`config.mk`:
```
export PLATFORM = sky130hd
export DESIGN_NAME = apb_fll_cfg_master
export DESIGN_NICKNAME = d
export VERILOG_FILES = /design/src/rtl/apb_fll_pkg.sv /design/src/rtl/apb_fll_cfg_master_sync_ff.sv /design/src/rtl/apb_fll_cfg_master.sv
export SDC_FILE = /design/constraint.sdc
export NUM_CORES = 1
export LEC_CHECK = 0
export BUFFER_PORTS_ARGS = -buffer_cell sky130_fd_sc_hd__buf_4
export CORE_ASPECT_RATIO = 1.75
export CORE_MARGIN = 1.5
export CORE_UTILIZATION = 45
export CTS_CLUSTER_DIAMETER = 30
export CTS_CLUSTER_SIZE = 25
export DETAILED_ROUTE_END_ITERATION = 8
export PLACE_DENSITY = 0.75
export SYNTH_ARGS = -nofsm -noshare
export SYNTH_HDL_FRONTEND = slang
export SYNTH_HIERARCHICAL = 1
export SYNTH_SLANG_ARGS = --single-unit
```
`constraint.sdc`:
```
create_clock -name clk_i -period 2.33 [get_ports clk_i]
set_input_delay 0.1165 -clock clk_i [delete_from_list [all_inputs] [get_ports clk_i]]
set_output_delay 0.1165 -clock clk_i [all_outputs]
set_load 0.02 [all_outputs]
```
`src/rtl/apb_fll_pkg.sv`:
```
// Shared types and constants for the APB-to-FLL configuration requester.
package apb_fll_pkg;

  typedef enum logic [2:0] {
    IDLE,
    REQ,
    ACKLOW,
    DONE,
    ERR
  } fll_cfg_state_e;

  localparam logic [2:0] FLL_REG0   = 3'd0;
  localparam logic [2:0] FLL_REG1   = 3'd1;
  localparam logic [2:0] FLL_REG2   = 3'd2;
  localparam logic [2:0] FLL_REG3   = 3'd3;
  localparam logic [2:0] FLL_STATUS = 3'd4;

  localparam logic [31:0] ERR_RDATA = 32'hDEAD_0F11;

  function automatic logic is_fll_reg(input logic [2:0] idx);
    return (idx <= FLL_REG3);
  endfunction

endpackage

```
`src/rtl/apb_fll_cfg_master_sync_ff.sv`:
```
// Multi-stage reset-to-zero synchronizer for single-bit asynchronous inputs.
module sync_ff #(
  parameter int unsigned STAGES = 2
) (
  input  logic clk_i,
  input  logic rstn_i,
  input  logic d_i,
  output logic q_o
);

  logic [STAGES-1:0] sync_q;

  always_ff @(posedge clk_i or negedge rstn_i) begin
    if (!rstn_i) begin
      sync_q <= '0;
    end else begin
      sync_q <= {sync_q[STAGES-2:0], d_i};
    end
  end

  assign q_o = sync_q[STAGES-1];

endmodule

```
`src/rtl/apb_fll_cfg_master.sv`:
```
// APB slave that turns each FLL register access into one 4-phase req/ack
// handshake with per-phase timeout, plus a lock status register.
module apb_fll_cfg_master
  import apb_fll_pkg::*;
#(
  parameter int unsigned APB_ADDR_WIDTH = 12,
  parameter int unsigned SYNC_STAGES    = 2,
  parameter int unsigned TIMEOUT        = 255
) (
  input  logic                      clk_i,
  input  logic                      rstn_i,
  input  logic [APB_ADDR_WIDTH-1:0] paddr_i,
  input  logic [31:0]               pwdata_i,
  input  logic                      pwrite_i,
  input  logic                      psel_i,
  input  logic                      penable_i,
  output logic [31:0]               prdata_o,
  output logic                      pready_o,
  output logic                      pslverr_o,
  output logic                      fll_req_o,
  output logic                      fll_wrn_o,
  output logic [1:0]                fll_add_o,
  output logic [31:0]               fll_data_o,
  input  logic                      fll_ack_i,
  input  logic [31:0]               fll_r_data_i,
  input  logic                      fll_lock_i,
  output logic                      lock_lost_o
);

  localparam int unsigned CW = $clog2(TIMEOUT + 1);
  localparam logic [CW-1:0] TIMEOUT_CNT = CW'(TIMEOUT);

  fll_cfg_state_e state_q, state_d;
  logic           req_q, req_d;
  logic           wrn_q, wrn_d;
  logic [1:0]     add_q, add_d;
  logic [31:0]    data_q, data_d;
  logic [31:0]    prdata_q, prdata_d;
  logic [CW-1:0]  cnt_q, cnt_d, cnt_inc;
  logic           lock_lost_q, lock_lost_d;
  logic           lock_prev_q;

  logic           ack_s, lock_s;
  logic [2:0]     addr_idx;
  logic           access, idle_access, is_fll, is_status;
  logic           lock_fall, w1c;
  logic [31:0]    status_word;
  logic           unused_addr_bits;

  sync_ff #(.STAGES(SYNC_STAGES)) u_sync_ack (
    .clk_i  (clk_i),
    .rstn_i (rstn_i),
    .d_i    (fll_ack_i),
    .q_o    (ack_s)
  );

  sync_ff #(.STAGES(SYNC_STAGES)) u_sync_lock (
    .clk_i  (clk_i),
    .rstn_i (rstn_i),
    .d_i    (fll_lock_i),
    .q_o    (lock_s)
  );

  assign addr_idx         = paddr_i[4:2];
  assign unused_addr_bits = ^{paddr_i[APB_ADDR_WIDTH-1:5], paddr_i[1:0]};
  assign access           = psel_i & penable_i;
  assign idle_access      = (state_q == IDLE) & access;
  assign is_fll           = is_fll_reg(addr_idx);
  assign is_status        = (addr_idx == FLL_STATUS);
  assign status_word      = {30'b0, lock_lost_q, lock_s};

  // Loss-of-lock capture beats a same-cycle write-one-to-clear.
  assign lock_fall   = lock_prev_q & ~lock_s;
  assign w1c         = idle_access & is_status & pwrite_i & pwdata_i[1];
  assign lock_lost_d = lock_fall | (lock_lost_q & ~w1c);

  always_comb begin
    state_d  = state_q;
    req_d    = req_q;
    wrn_d    = wrn_q;
    add_d    = add_q;
    data_d   = data_q;
    prdata_d = prdata_q;
    cnt_d    = '0;
    cnt_inc  = cnt_q + CW'(1);

    unique case (state_q)
      IDLE: begin
        // A stale ack left over from an aborted handshake blocks new requests.
        if (idle_access && is_fll && !ack_s) begin
          add_d   = addr_idx[1:0];
          wrn_d   = ~pwrite_i;
          data_d  = pwdata_i;
          req_d   = 1'b1;
          state_d = REQ;
        end
      end
      REQ: begin
        if (ack_s) begin
          if (wrn_q) prdata_d = fll_r_data_i;
          req_d   = 1'b0;
          state_d = ACKLOW;
        end else if (cnt_inc == TIMEOUT_CNT) begin
          req_d    = 1'b0;
          prdata_d = ERR_RDATA;
          state_d  = ERR;
        end else begin
          cnt_d = cnt_inc;
        end
      end
      ACKLOW: begin
        if (!ack_s) begin
          state_d = DONE;
        end else if (cnt_inc == TIMEOUT_CNT) begin
          prdata_d = ERR_RDATA;
          state_d  = ERR;
        end else begin
          cnt_d = cnt_inc;
        end
      end
      DONE:    state_d = IDLE;
      ERR:     state_d = IDLE;
      default: state_d = IDLE;
    endcase
  end

  always_ff @(posedge clk_i or negedge rstn_i) begin
    if (!rstn_i) begin
      state_q     <= IDLE;
      req_q       <= 1'b0;
      wrn_q       <= 1'b1;
      add_q       <= '0;
      data_q      <= '0;
      prdata_q    <= '0;
      cnt_q       <= '0;
      lock_lost_q <= 1'b0;
      lock_prev_q <= 1'b0;
    end else begin
      state_q     <= state_d;
      req_q       <= req_d;
      wrn_q       <= wrn_d;
      add_q       <= add_d;
      data_q      <= data_d;
      prdata_q    <= prdata_d;
      cnt_q       <= cnt_d;
      lock_lost_q <= lock_lost_d;
      lock_prev_q <= lock_s;
    end
  end

  // STATUS and unmapped accesses complete combinationally in the first access cycle.
  assign pready_o   = (state_q == DONE) | (state_q == ERR) | (idle_access & ~is_fll);
  assign pslverr_o  = (state_q == ERR) | (idle_access & ~is_fll & ~is_status);
  assign prdata_o   = (idle_access && is_status && !pwrite_i) ? status_word : prdata_q;

  assign fll_req_o   = req_q;
  assign fll_wrn_o   = wrn_q;
  assign fll_add_o   = add_q;
  assign fll_data_o  = data_q;
  assign lock_lost_o = lock_lost_q;

endmodule

```
==> run metrics, run 1 <==
combinational family with the most area after synthesis=multiplexers; vias in the first global route=3094; RSZ-0062 raised after global routing=no; pin count of the biggest net entering global routing=50; Die W=72.40 µm; Worst Min Path Start=pwdata_i[12]; critical-path cell list=nor2_1 -> nand4_1 -> nor4_4 -> mux2_2 -> buf_4; crit path launch=state_q[0]; fin. max-slew vios=0; TritonCTS clock tree=built; layout cells sized above 1=38.35%; Crit path buffers/inverters=1; Final Critical Period=2.194 ns; Die ar.=0.009009 mm²; first-pass GRT wire length=14680 µm; Total Power=6.462 mW; post-route ant nets=0; Sinks on Clock Net=85; Worst-Skew Late Latency=0.33 ns; CP Class=flip-flop to output pin; Post-Synth XOR/XNOR Area=1.155%; PwrDens=1156 mW/mm²; Fin Clk Skew=0.006482 ns; Hold Path Class=input port to flip-flop; CP endpoint kind=output pin; CTS max path bufs=2; fmax=0.4558 GHz; synthesized area=0.003792 mm²; Compound-Gate Fraction of Synth Area=7.984%; DRT iter0 DRCs=131; Worst path max stage delay=0.43 ns; Post-Syn Nets=390; Yosys warnings=6; 1st-pass router iterations=4; vias per std cell=5.133; Post-Route Setup TNS=0 ns; Row Count=44; HPWL Detailed=6212 µm; FF/Latch Area=0.002128 mm²; DR WL/cell=15.70 µm; slowest CP cell=dfrtp_1; average cell area after synthesis=12.43 µm²; initial antenna violation count=0; startpoint class of the critical path=flip-flop; DRC=0; Layout area overhead=47.38%; Synth top area share=55.43%; IO Count=154; buffers added on ports=144; final instance area=0.005589 mm²; synth top area cells=dfrtp_1 (55%), mux2_1 (10%), mux2i_1 (9.2%), nor2b_1 (5.3%), a21oi_1 (2.2%); WHS=0.006327 ns; Worst-Margin Slew=0.7796 ns; core area=0.008258 mm²; area leader, netlist=dfrtp_1; Worst-path clk slew=0.06 ns; Root Buffer=clkbuf_16; Yosys cell types=39; Initial Util=45.92%; worst vdd ir=0.0006391 V; Mapped Cells=305; setup violators final=0; worst reg2reg startpoint=cnt_q[0]; worst-path maximum fanout=8; Via Count=2962; n_diodes=0; global route overflow=0; Crit path arrival time=2.08 ns; Tcrit/Tclk final=94.16%; Synth Flop Type=dfrtp_1; Worst path top cell family by delay=simple AND/OR/NAND/NOR gates; GRT Util Overall=20.93%; Pleak=2.567 nW; multiplexer share of the synthesized area=19.93%; share of the yosys chip area belonging to registers=56.12%; total CTS buffers=9; max cap viols=0; Data required, critical path=2.21 ns; EDFF count, synth=0; GPL Wtd Cong=0.7481; # fillers=591; #FFs+latches synth=85; outcome=complete, no violations; htree depth=3; die height=124.4 µm; FF-to-FF setup slack=0.20 ns; Hold Fails Final Rpt=0; area of the multi-input gates=0.001564 mm²; nets=565; ys async rst share=100.0%; placed instance area=0.004997 mm²; Slew HR=48.03%; Final Util=67.68%; final WL=9058 µm; Synth Area in Adders=0.6598%; Synth Area in Simple Gates=11.05%
==> area by class of cell <==
type / instances / share of cell area [%]
Inverter: 5 / 0.3358
Sequential cell: 85 / 38.08
Clock buffer: 13 / 4.656
Timing Repair Buffer: 182 / 26.53
Clock inverter: 3 / 0.3582
Tap cell: 92 / 2.060
Multi-Input combinational cell: 197 / 27.98
==> state kept, by name (all words and copies together) (netlist names) <==
signal,count
cnt_q,8
fll_add_o,2
fll_data_o,32
fll_req_o,1
fll_wrn_o,1
lock_lost_o,1
lock_prev_q,1
prdata_q,32
state_q,3
u_sync_ack/sync_q,2
u_sync_lock/sync_q,2
==> routing by layer <==
metal  vias up  share of wire [%]  track usage, %
met4         0                3.4           10.43
met2       109                 54           37.09
li1       1411                  -               -
met1      1421                 37           23.54
met3        21                4.7           3.398
met5         -                  0               0
==> final timing paths <==
path                       depth (start not counted)                   end
setup / recovery                                   5           prdata_o[0]
hold / removal                                     2        fll_data_o[12]
setup reg to reg                                   5           prdata_q[0]
hold reg to reg                                    0  u_sync_ack/sync_q[1]
max in group asynchronous                          3             fll_wrn_o
min in group asynchronous                          2        fll_data_o[23]
==> power by group <==
part	switching [mW]	internal [mW]
Clock	0.539	0.779
Combinational	1.44	1.34
Sequential	0.309	2.06
Total	2.29	4.17
==> repair_timing <==
item	in CTS	in global routing
hold endpoints to repair	77	0
endpoints found under the setup margin	26	28
pin swaps	1	1
hold buffers	30	0
buffers inserted	1	0
resized for setup	0	1
==> cells in the mapped netlist (4+ instances only) <==
cell	number
dfrtp_1	84
mux2i_1	35
mux2_1	34
nor2b_1	32
a21oi_1	17
nor2_1	12
buf_2	10
o21ai_1	10
o21ai_2	9
clkbuf_1	5
inv_1	5
nand2_1	5
nand3_1	5
o21ai_0	4
xnor2_1	4
==> cells by family (layout without fill, tap and decap cells) <==
group,Yosys count,count (layout)
xor+xnor,5,5
buf+inv,23,203
simple gates,71,71
fa+ha+maj,2,2
mux,71,71
compound gates,48,48
flops,85,85
==> layout by cell type, fill, tap and decap left out, types with 3 or more instances in the layout <==
master / instances
nor2_1: 11
mux2_1: 34
nand2_1: 5
buf_4: 148
inv_1: 5
dlygate4sd3_1: 30
o21ai_1: 10
a21oi_1: 17
o21ai_2: 9
mux2i_1: 35
buf_12: 3
nand3_1: 5
dfrtp_1: 84
xnor2_1: 4
nor2b_1: 32
clkbuf_16: 9
o21ai_0: 4
==> metrics by stage <==
stage / setup slack (ns) / instances
3_3_place_gp: 0.2900 / 530
5_1_grt: 0.03376 / 577
2_1_floorplan: 0.4757 / 305
6_report: 0.1361 / 577
3_5_place_dp: 0.1932 / 530
4_1_cts: 0.02151 / 577
Power figures use the tool's default switching activity.
==> run 2: changes to the inputs <==
--- a/config.mk
+++ b/config.mk
@@ -8,12 +8,13 @@
 export BUFFER_PORTS_ARGS = -buffer_cell sky130_fd_sc_hd__buf_4
 export CORE_ASPECT_RATIO = 1.75
 export CORE_MARGIN = 1.5
-export CORE_UTILIZATION = 45
+export CORE_UTILIZATION = 47
 export CTS_CLUSTER_DIAMETER = 30
 export CTS_CLUSTER_SIZE = 25
 export DETAILED_ROUTE_END_ITERATION = 8
-export PLACE_DENSITY = 0.75
+export PLACE_DENSITY = 0.78
 export SYNTH_ARGS = -nofsm -noshare
 export SYNTH_HDL_FRONTEND = slang
 export SYNTH_HIERARCHICAL = 1
 export SYNTH_SLANG_ARGS = --single-unit
+export TNS_END_PERCENT = 1
==> run metrics, run 2 (synthesis gave the netlist of run 1 again) <==
FF-to-FF path depth=5; Slew HR=41.28%; Die ar.=0.008638 mm²; 1st-pass router iterations=4; n_diodes=0; worst reg2reg startpoint=cnt_q[0]; Hold Path Class=input port to flip-flop; final instance area=0.005514 mm²; Die W=70.90 µm; commonest cells after routing, fill and taps aside=buf_4 (150), dfrtp_1 (84), mux2i_1 (35); Worst R2R End=cnt_q[3]; setup violators final=0; TritonCTS clock tree=built; GPL Wtd Cong=0.7875; RSZ-0062 raised after global routing=no; Crit path arrival time=2.07 ns; Via Count=2936; placed cells=530; Row Count=43; buffers added on ports=144; Sinks on Clock Net=85; outcome=complete, no violations; Worst Setup EP=prdata_o[1]; Root Buffer=clkbuf_16; initial antenna violation count=0; CTS max path bufs=2; Post-Route Setup TNS=0 ns; Initial Util=48.28%; placed instance area=0.004997 mm²; Worst-Margin Slew=0.8808 ns; DRC=0; Tcrit/Tclk final=93.67%; core area=0.007855 mm²; max cap viols=0; vias in the first global route=3183; fin. max-slew vios=0; worst-path maximum fanout=8; startpoint class of the critical path=flip-flop; global route overflow=0; Final Util=70.20%; total CTS buffers=9; Layout area overhead=45.40%; worst vdd ir=0.0008566 V; CP endpoint kind=output pin; Worst-Skew Late Latency=0.33 ns; htree depth=3; CP Class=flip-flop to output pin; Post-CTS Setup Inserts=0; DR WL/cell=16.06 µm; vias per std cell=5.178; Data required, critical path=2.21 ns; DRT iter0 DRCs=156; crit path launch=state_q[0]; pin count of the biggest net entering global routing=73; FF-to-FF setup slack=0.26 ns; Fin Clk Skew=0.006464 ns; GRT Util Overall=22.22%; Worst-path clk slew=0.06 ns; post-route ant nets=0; Final Critical Period=2.182 ns; first-pass GRT wire length=14800 µm; final WL=9107 µm; layout cells sized above 1=38.99%; PwrDens=1192 mW/mm²; IO Count=154; HPWL Detailed=6356 µm; Pleak=2.545 nW; Total Power=6.574 mW; # fillers=546; non-filler cells, final=567; Hold Fails Final Rpt=0; fmax=0.4582 GHz; nets=557; most common cell after layout, fill and taps aside=buf_4; die height=121.8 µm
## run 2: layout make-up
| class | count | area (µm²) | share of cell area [%] |
|---|---|---|---|
| Clock buffer | 14 | 264.0 | 4.788 |
| Sequential cell | 85 | 2128 | 38.60 |
| Inverter | 5 | 18.77 | 0.3404 |
| Tap cell | 90 | 112.6 | 2.042 |
| Clock inverter | 2 | 35.03 | 0.6354 |
| Timing Repair Buffer | 174 | 1391 | 25.23 |
| Multi-Input combinational cell | 197 | 1564 | 28.36 |
## run 2: repair_timing
action,CTS,global route
gates resized for setup,0,2
endpoints found under the hold margin,89,0
setup endpoints to repair,0,30
hold buffers,21,0
## run 2: metrics by stage
stage,worst slack (ns),hold slack [ns]
4_1_cts,0.05110,0.0003035
3_5_place_dp,0.2868,0.2271
3_3_place_gp,0.3640,0.2267
5_1_grt,0.01718,0.006843
2_1_floorplan,0.4757,-0.1791
6_report,0.1476,0.004288
## run 2: per-layer routing
| layer | GRT usage, % | vias up | part of all wire (%) |
|---|---|---|---|
| li1 | - | 1393 | - |
| met1 | 22.57 | 1433 | 35 |
| met2 | 42.29 | 92 | 58 |
| met3 | 5.128 | 18 | 4.9 |
| met4 | 9.552 | 0 | 2.6 |
| met5 | 0 | - | 0 |
## run 2: worst min path at each step
stage	slack (ns)	cells after the start	start	endpoint
final	0.004	2	pwdata_i[24]	fll_data_o[24]
after global routing	0.007	2	pwdata_i[26]	fll_data_o[26]
after CTS	0.0003	2	pwdata_i[24]	fll_data_o[24]
after detailed placement	0.23	1	fll_ack_i	u_sync_ack/sync_q[0]
after global placement	0.23	1	fll_ack_i	u_sync_ack/sync_q[0]
after floorplan	-0.18	0	rstn_i	cnt_q[0]
## run 2: worst max-delay path, cell delays in order (launching register included)
cell,delay (ns)
dfrtp_1,0.44
nor2_1,0.21
nand4_1,0.25
nor4_4,0.30
mux2_2,0.38
buf_4,0.16
## run 2: where the power goes
| part | internal [mW] | switching (mW) | total (mW) |
|---|---|---|---|
| sequential | 2.06 | 0.316 | 2.37 |
| combinational | 1.33 | 1.45 | 2.77 |
| clock | 0.888 | 0.540 | 1.43 |
| total | 4.27 | 2.30 | 6.57 |
==> run 3: changes to the inputs <==
--- a/config.mk
+++ b/config.mk
@@ -8,11 +8,11 @@
 export BUFFER_PORTS_ARGS = -buffer_cell sky130_fd_sc_hd__buf_4
 export CORE_ASPECT_RATIO = 1.75
 export CORE_MARGIN = 1.5
-export CORE_UTILIZATION = 47
+export CORE_UTILIZATION = 48
 export CTS_CLUSTER_DIAMETER = 30
 export CTS_CLUSTER_SIZE = 25
 export DETAILED_ROUTE_END_ITERATION = 8
-export PLACE_DENSITY = 0.78
+export PLACE_DENSITY = 0.8
 export SYNTH_ARGS = -nofsm -noshare
 export SYNTH_HDL_FRONTEND = slang
 export SYNTH_HIERARCHICAL = 1
==> run metrics, run 3 (synthesis gave the netlist of run 1 again) <==
outcome=finished with violations; failing checks=negative hold slack; Hold Path Class=input port to asynchronous set/reset pin; n_diodes=0; Post-Route Setup TNS=0 ns; CTS max path bufs=2; Slew HR=30.50%; core area=0.007620 mm²; IO Count=154; RSZ-0062 raised after global routing=no; max cap viols=0; commonest cells after routing, fill and taps aside=buf_4 (150), dfrtp_1 (84), mux2i_1 (35); worst vdd ir=0.0008344 V; vias in the first global route=3040; TritonCTS clock tree=built; DRT iter0 DRCs=160; GRT Util Overall=22.18%; WHS=-0.03309 ns; DRC=0; nets=566; DR WL/cell=15.71 µm; total CTS buffers=9; final WL=9003 µm; worst-path maximum fanout=8; fmax=0.4558 GHz; Crit path arrival time=2.08 ns; Row Count=42; Post-CTS Setup Inserts=0; fin. max-slew vios=0; Initial Util=49.77%; initial antenna violation count=0; area of the multi-input gates=0.001564 mm²; CP Class=flip-flop to output pin; HPWL Detailed=6136 µm; Root Buffer=clkbuf_16; wire length on met3=484 µm; Data required, critical path=2.21 ns; startpoint class of the critical path=flip-flop; CP endpoint kind=output pin; PwrDens=1168 mW/mm²; GPL Wtd Cong=0.7780; Final Critical Period=2.194 ns; Die ar.=0.008464 mm²; Pleak=2.571 nW; # fillers=531; pin count of the biggest net entering global routing=86; WL met1=3323 µm; non-filler cells, final=573; DR WL met2=4971 µm; Sinks on Clock Net=85; Worst-Skew Late Latency=0.34 ns; Hold Fails Final Rpt=77; Layout area overhead=46.98%; Tcrit/Tclk final=94.16%; Worst-path clk slew=0.06 ns; Via Count=2975; die height=120.6 µm; layout cells sized above 1=38.35%; post-route ant nets=0; setup violators final=0; FF/Latch Area=0.002128 mm²; Die W=70.19 µm; Fin Clk Skew=0.004122 ns; placed cells=527; global route overflow=0; first-pass GRT wire length=14620 µm; 1st-pass router iterations=4; most common cell after layout, fill and taps aside=buf_4; vias per std cell=5.192; buffers added on ports=144; top routing layer in use=met4; Worst-Margin Slew=1.043 ns; htree depth=3
run 3: changes by cell type in the layout (fill, tap and decap cells not counted), sizes merged:
cell,previous run,this run
clkbuf,14,10
clkinvlp,0,1
dlygate4sd3,21,31
buf,153,152
clkinv,1,3
run 3: metrics by stage:
step | utilization, % | cell area [µm²] | setup WS (ns) | power, mW
6_report | 73.15 | 5574 | 0.1360 | 6.512
3_5_place_dp | 65.29 | 4975 | 0.2856 | 5.135
4_1_cts | 73.05 | 5567 | 0.07453 | 6.555
5_1_grt | 73.15 | 5574 | 0.009677 | 6.862
3_3_place_gp | 65.29 | 4975 | 0.3620 | 5.025
2_1_floorplan | - | 3792 | 0.4757 | 3.897
run 3: metal layers:
layer  up-vias  GRT usage [%]
li1       1413              -
met2       107          39.52
met3        17          5.250
met1      1438          25.01
met4         0          9.615
met5         -              0
run 3: path summary, 6_finish.rpt:
path | from | to | slack (ns) | cells past startpoint
setup / recovery | state_q[0] | prdata_o[0] | 0.14 | 5
hold / removal | rstn_i | prdata_q[27] | -0.03 | 1
setup reg to reg | cnt_q[0] | cnt_q[3] | 0.24 | 5
hold reg to reg | u_sync_lock/sync_q[0] | u_sync_lock/sync_q[1] | 0.35 | 0
max in group asynchronous | rstn_i | prdata_q[5] | 1.71 | 1
min in group clk_i | fll_r_data_i[30] | prdata_q[30] | 0.01 | 3
run 3: what timing repair did:
action,in CTS,in global routing
hold buffers,31,0
endpoints found under the setup margin,0,30
resized for setup,0,2
hold endpoints to repair,31,0
run 3: where the power goes:
group | switching (mW) | internal (mW) | total (mW)
combinational | 1.45 | 1.33 | 2.78
sequential | 0.309 | 2.06 | 2.37
clock | 0.546 | 0.818 | 1.36
run 3: worst max-delay path: stages, from the launching register on:
cell and delay [ns]:
dfrtp_1 0.44, nor2_1 0.21, nand4_1 0.24, nor4_4 0.30, mux2_2 0.38, buf_4 0.16
run 3: final cells by class:
| type | instances | area share [%] |
|---|---|---|
| Clock inverter | 5 | 0.9428 |
| Clock buffer | 10 | 4.108 |
| Inverter | 5 | 0.3367 |
| Multi-Input combinational cell | 197 | 28.06 |
| Sequential cell | 85 | 38.18 |
| Timing Repair Buffer | 183 | 26.40 |
| Tap cell | 88 | 1.975 |
